**config.mk**
```make
export PLATFORM = sky130hd
export DESIGN_NAME = serial_add_sequencer
export DESIGN_NICKNAME = d
export VERILOG_FILES = /design/src/rtl/serial_add_sequencer.sv
export SDC_FILE = /design/constraint.sdc
export NUM_CORES = 1
export LEC_CHECK = 0
export ABC_AREA = 1
export BUFFER_PORTS_ARGS = -buffer_cell sky130_fd_sc_hd__buf_4
export CELL_PAD_IN_SITES_DETAIL_PLACEMENT = 0
export CELL_PAD_IN_SITES_GLOBAL_PLACEMENT = 1
export CORE_UTILIZATION = 40
export CTS_BUF_LIST = sky130_fd_sc_hd__clkbuf_4 sky130_fd_sc_hd__clkbuf_8 sky130_fd_sc_hd__clkbuf_16
export CTS_CLUSTER_SIZE = 8
export DETAILED_ROUTE_END_ITERATION = 12
export PLACE_DENSITY = 0.81
export SLEW_MARGIN = 20
export SYNTH_ARGS = -nofsm -noshare
export SYNTH_HDL_FRONTEND = slang
export SYNTH_SLANG_ARGS = --single-unit
```
**constraint.sdc**
```tcl
create_clock -name clk -period 2.18 [get_ports clk]
set_input_delay 0.109 -clock clk [delete_from_list [all_inputs] [get_ports clk]]
set_output_delay 0.109 -clock clk [all_outputs]
set_load 0.02 [all_outputs]
```
**src/rtl/serial_add_sequencer.sv**
```systemverilog
// serial_add_sequencer: buffers operand pairs in a small FIFO and issues them
// one at a time to a fixed-latency serial adder. Each captured sum is returned
// on a valid/ready port, so callers never track adder timing.
module serial_add_sequencer #(
  parameter int WIDTH   = 8,
  parameter int DEPTH   = 4,
  parameter int LATENCY = WIDTH + 2
) (
  input  logic                     clk,
  input  logic                     reset,
  input  logic                     in_valid,
  output logic                     in_ready,
  input  logic [WIDTH-1:0]         in_a,
  input  logic [WIDTH-1:0]         in_b,
  output logic                     adder_start,
  output logic [WIDTH-1:0]         adder_a,
  output logic [WIDTH-1:0]         adder_b,
  input  logic [WIDTH:0]           adder_sum,
  output logic                     out_valid,
  input  logic                     out_ready,
  output logic [WIDTH:0]           out_sum,
  output logic [$clog2(DEPTH):0]   count,
  output logic                     busy
);

  localparam int PW = $clog2(DEPTH);
  localparam int CW = PW + 1;
  localparam int TW = $clog2(LATENCY + 1);

  typedef enum logic [1:0] {
    IDLE  = 2'd0,
    ISSUE = 2'd1,
    WAIT  = 2'd2,
    HOLD  = 2'd3
  } state_e;

  state_e            state_q, state_d;
  logic [TW-1:0]     timer_q, timer_d;
  logic [PW-1:0]     wr_ptr_q, rd_ptr_q;
  logic [CW-1:0]     count_q, count_d;
  logic              in_ready_q;
  logic              adder_start_q;
  logic              out_valid_q;
  logic              busy_q;
  logic [WIDTH-1:0]  adder_a_q, adder_b_q;
  logic [WIDTH:0]    out_sum_q;
  logic [WIDTH-1:0]  mem_a_q [DEPTH];
  logic [WIDTH-1:0]  mem_b_q [DEPTH];

  logic              push_s;
  logic              pop_s;
  logic              capture_s;

  // in_ready comes from the registered occupancy, so a same-edge pop never frees a slot early
  assign push_s = in_valid && in_ready_q;

  // Next-state, pop and capture decisions for the issue FSM
  always_comb begin
    state_d   = state_q;
    timer_d   = timer_q;
    pop_s     = 1'b0;
    capture_s = 1'b0;
    case (state_q)
      IDLE: begin
        if (count_q != {CW{1'b0}}) begin
          pop_s   = 1'b1;
          state_d = ISSUE;
        end else begin
          state_d = IDLE;
        end
      end
      ISSUE: begin
        timer_d = TW'(LATENCY - 1);
        state_d = WAIT;
      end
      WAIT: begin
        if (timer_q == {TW{1'b0}}) begin
          capture_s = 1'b1;
          state_d   = HOLD;
        end else begin
          timer_d = timer_q - TW'(1);
        end
      end
      HOLD: begin
        if (out_ready) begin
          if (count_q != {CW{1'b0}}) begin
            pop_s   = 1'b1;
            state_d = ISSUE;
          end else begin
            state_d = IDLE;
          end
        end else begin
          state_d = HOLD;
        end
      end
      default: begin
        state_d = IDLE;
      end
    endcase
  end

  // Occupancy update: push and pop on the same edge cancel out
  always_comb begin
    count_d = count_q;
    case ({push_s, pop_s})
      2'b10:   count_d = count_q + CW'(1);
      2'b01:   count_d = count_q - CW'(1);
      default: count_d = count_q;
    endcase
  end

  // Operand storage write on an accepted push (contents are flushed via the pointers)
  always_ff @(posedge clk) begin
    if (push_s) begin
      mem_a_q[wr_ptr_q] <= in_a;
      mem_b_q[wr_ptr_q] <= in_b;
    end
  end

  // Control, pointer and output registers with synchronous reset
  always_ff @(posedge clk) begin
    if (reset) begin
      state_q       <= IDLE;
      timer_q       <= {TW{1'b0}};
      wr_ptr_q      <= {PW{1'b0}};
      rd_ptr_q      <= {PW{1'b0}};
      count_q       <= {CW{1'b0}};
      in_ready_q    <= 1'b1;
      adder_start_q <= 1'b0;
      out_valid_q   <= 1'b0;
      busy_q        <= 1'b0;
      adder_a_q     <= {WIDTH{1'b0}};
      adder_b_q     <= {WIDTH{1'b0}};
      out_sum_q     <= {(WIDTH+1){1'b0}};
    end else begin
      state_q       <= state_d;
      timer_q       <= timer_d;
      count_q       <= count_d;
      in_ready_q    <= (count_d < CW'(DEPTH));
      adder_start_q <= (state_d == ISSUE);
      out_valid_q   <= (state_d == HOLD);
      busy_q        <= (state_d != IDLE);
      if (push_s) begin
        wr_ptr_q <= wr_ptr_q + PW'(1);
      end
      if (pop_s) begin
        rd_ptr_q  <= rd_ptr_q + PW'(1);
        adder_a_q <= mem_a_q[rd_ptr_q];
        adder_b_q <= mem_b_q[rd_ptr_q];
      end
      if (capture_s) begin
        out_sum_q <= adder_sum;
      end
    end
  end

  assign in_ready    = in_ready_q;
  assign adder_start = adder_start_q;
  assign adder_a     = adder_a_q;
  assign adder_b     = adder_b_q;
  assign out_valid   = out_valid_q;
  assign out_sum     = out_sum_q;
  assign count       = count_q;
  assign busy        = busy_q;

endmodule

```
==> impl_metrics.env <==
export IMPL_status="finished clean"
export IMPL_hold_violations=0
export IMPL_p_per_area_mw_per_mm2=1204
export IMPL_drive_gt1_share_pct=19.81
export IMPL_use_met3_pct=4.205
export IMPL_worstSetupPathType="flop to flop"
export IMPL_grt_ovfl_total=0
export IMPL_antenna_found_initial=0
export IMPL_synth_area_mm2=0.004285
export IMPL_netlist_top_cells_count="135 x nor2_1, 64 x edfxtp_1, 42 x dfxtp_1"
export IMPL_ys_seq_elements=106
export IMPL_cts_sinks=106
export IMPL_clockRootBuffer="clkbuf_8"
export IMPL_reg2reg_setup_slack_ps=160
export IMPL_fmax_mhz=496.3
export IMPL_postSynthCellCount=425
export IMPL_clkTransAtPathRegs_ps=100
export IMPL_drt_iter0_markers=96
export IMPL_rr_startpoint="state_q[0]"
export IMPL_synth_compound_area_share_pct=8.759
export IMPL_final_period_utilization_pct=92.44
export IMPL_synth_top_family_by_area="simple AND/OR/NAND/NOR gates"
export IMPL_dp_hpwl_um=5402
export IMPL_cts_tree="yes"
export IMPL_ant_nets=0
export IMPL_hp_start="adder_sum[8]"
export IMPL_clock_skew_ps=14.63
export IMPL_fin_nets=557
export IMPL_synthAdderAreaFrac_pct=3.971
export IMPL_place_area_mm2=0.004857
export IMPL_firstDrtPassIters=4
export IMPL_insertedDiodeCount=0
export IMPL_grt_pass1_vias=2876
export IMPL_routed_wirelength_um=8517
export IMPL_grt_pass1_wl_um=13910
export IMPL_r2r_cells=13
export IMPL_pin_count=61
export IMPL_dieArea_mm2=0.01113
export IMPL_synth_top_area_share_pct=44.85
export IMPL_seq_area_frac_synth_pct=64.47
export IMPL_slew_headroom_pct=64.40
export IMPL_busiest_layer="met2"
export IMPL_ir_worst_vdd_mv=0.6080
export IMPL_p_leak_nw=2.191
export IMPL_use_met2_pct=29.46
export IMPL_fin_tns_setup_ps=0
export IMPL_die_h_um=105.5
export IMPL_cp_slowest_cell="dfxtp_4"
export IMPL_arrival_ps=2270
export IMPL_fin_area_mm2=0.005321
export IMPL_wl_per_cell_um=12.98
export IMPL_rows=37
export IMPL_rsz0062_at_grt="false"
export IMPL_tightest_slew_ps=533.2
export IMPL_io_buffers=60
export IMPL_drc=0
export IMPL_via_per_inst=4.636
export IMPL_drv_slew=0
export IMPL_areaGrowthSynthToFinish_pct=24.18
export IMPL_yosys_mux_area_fraction_pct=0
export IMPL_synthXorXnorAreaFrac_pct=0.4088
export IMPL_cts_buffer_depth=2
export IMPL_start_kind="flop"
export IMPL_routabilityCongestion=0.7127
export IMPL_r2r_end="in_ready"
export IMPL_fin_crit_ps=2015
export IMPL_hold_path_class="input pin to flop"
export IMPL_worstPathRequired_ps=2440
export IMPL_synth_edf_count=64
export IMPL_synthArstFlopShare_pct=0
export IMPL_vias=3041
export IMPL_path_cells="inv_1 > ha_1 > inv_1 > nand3_4 > inv_6 > ha_2 > fa_2 > nand2_1 > nand2_1 > nor2_2 > nor2_1 > nor2_1 > o21ai_2"
export IMPL_yosysMostFrequentCell="nor2_1"
export IMPL_grt_max_degree=34
export IMPL_avgSynthCellArea_um2=10.08
export IMPL_numCtsBuffers=9
export IMPL_crit_path_end_kind="flop"
export IMPL_synthSimpleGateAreaFrac_pct=16.61
export IMPL_ys_flop_type="edfxtp_1"
export IMPL_hold_end="out_sum[8]"
export IMPL_yosysWarningCount=0
export IMPL_clock_latency_ps=370
export IMPL_hold_path_cell_count=3
export IMPL_synth_top_area_cell="edfxtp_1"
export IMPL_htreeDepth=3
export IMPL_synth_area_leaders="edfxtp_1 45%, dfxtp_1 20%, nor2_1 12%"
export IMPL_ys_types=27
export IMPL_cap_viol_max_count=0
export IMPL_grt_use_met1_pct=19.36
export IMPL_syn_nets=467
export IMPL_core_mm2=0.01037
export IMPL_cp_slowest_stage_delay_ps=380
export IMPL_die_x_um=105.5
export IMPL_cp_max_fo=5
export IMPL_start_util_pct=41.32
export IMPL_grt_usage_pct=16.40
export IMPL_setup_viol=0
## critical path, delay by kind of cell, from the launching register on
family	cells	cell delay (ps)
AOI/OAI and AO/OA	1	80
adders and majority gates	3	810
buffers and inverters	3	170
DFF	1	380
and+or+nand+nor	6	490
## area by class of cell
cell class	count	area, um^2
clock inverter	6	57.56
sequential	106	2770
timing repair buffer	95	775.7
clock buffer	10	131.4
tap	136	170.2
fill	961	5049
multi-input combinational	271	1286
inverter	32	130.1
## cells by family (layout without fill, tap and decap cells)
kind of cell    count (synthesis)  in the layout
simple gates                  182            182
flops                         106            106
compound gates                 74             74
buf+inv                        48            143
fa+ha+maj                      13             13
xor+xnor                        2              2
## state kept, by name, summed over array words and instances, names as in the netlist, named ones only
signal       cells
busy             1
wr_ptr_q         2
rd_ptr_q         2
mem_b_q         32
adder_start      1
in_ready         1
out_sum          9
mem_a_q         32
out_valid        1
adder_b          8
count            2
timer_q          4
adder_a          8
state_q          2
## what timing repair did
action                                  CTS  global route
pin swaps                                 0             1
setup buffers                             0             1
endpoints found under the hold margin    77             0
hold buffers                             25             0
endpoints found under the setup margin    2             2
gates resized for setup                   1             6
## power by group
| group | internal (mW) | switching [mW] |
|---|---|---|
| clock | 0.455 | 0.693 |
| sequential | 2.53 | 0.191 |
| combinational | 0.930 | 1.61 |
| total | 3.91 | 2.50 |
## worst max path at each step
stage	slack, ps	start	endpoint
detailed placement	-9	state_q[1]	flop
floorplan	8	state_q[1]	flop
global placement	120	state_q[1]	flop
CTS	30	state_q[0]	flop
finish	160	state_q[0]	in_ready
global route	20	state_q[0]	in_ready
## per-stage QoR
stage          worst slack (ps)  hold slack (ps)  utilization, %  total power, mW  cells
2_1_floorplan             7.773            178.1               -            4.535    425
3_5_place_dp             -9.392            314.8           46.84            5.260    614
6_report                  164.9            37.52           51.32            6.407    656
3_3_place_gp              118.5            309.8           46.84            5.198    614
4_1_cts                   27.87            19.77           51.09            6.450    655
5_1_grt                   20.26            49.81           51.32            6.889    656
## placed cells by master (no fill, tap or decap), drive strengths merged, types with 2 or more instances in the layout
cell type	synthesis	final
clkbuf	3	10
a21oi	9	9
buf	13	70
edfxtp	64	64
nand2	42	42
o21ai	64	64
xor2	2	2
nor2	135	135
dlygate4sd3	0	25
clkinv	1	4
dfxtp	42	42
nand3	4	4
inv	31	34
ha	12	12
## metal layers
metal / share of wire, % / vias up / routed length, um
met5: 0 / - / 0
met4: 1.2 / 0 / 103
met3: 4.5 / 13 / 381
met2: 49 / 66 / 4208
met1: 45 / 1391 / 3823
li1: - / 1571 / -
Power figures use the tool's default switching activity.
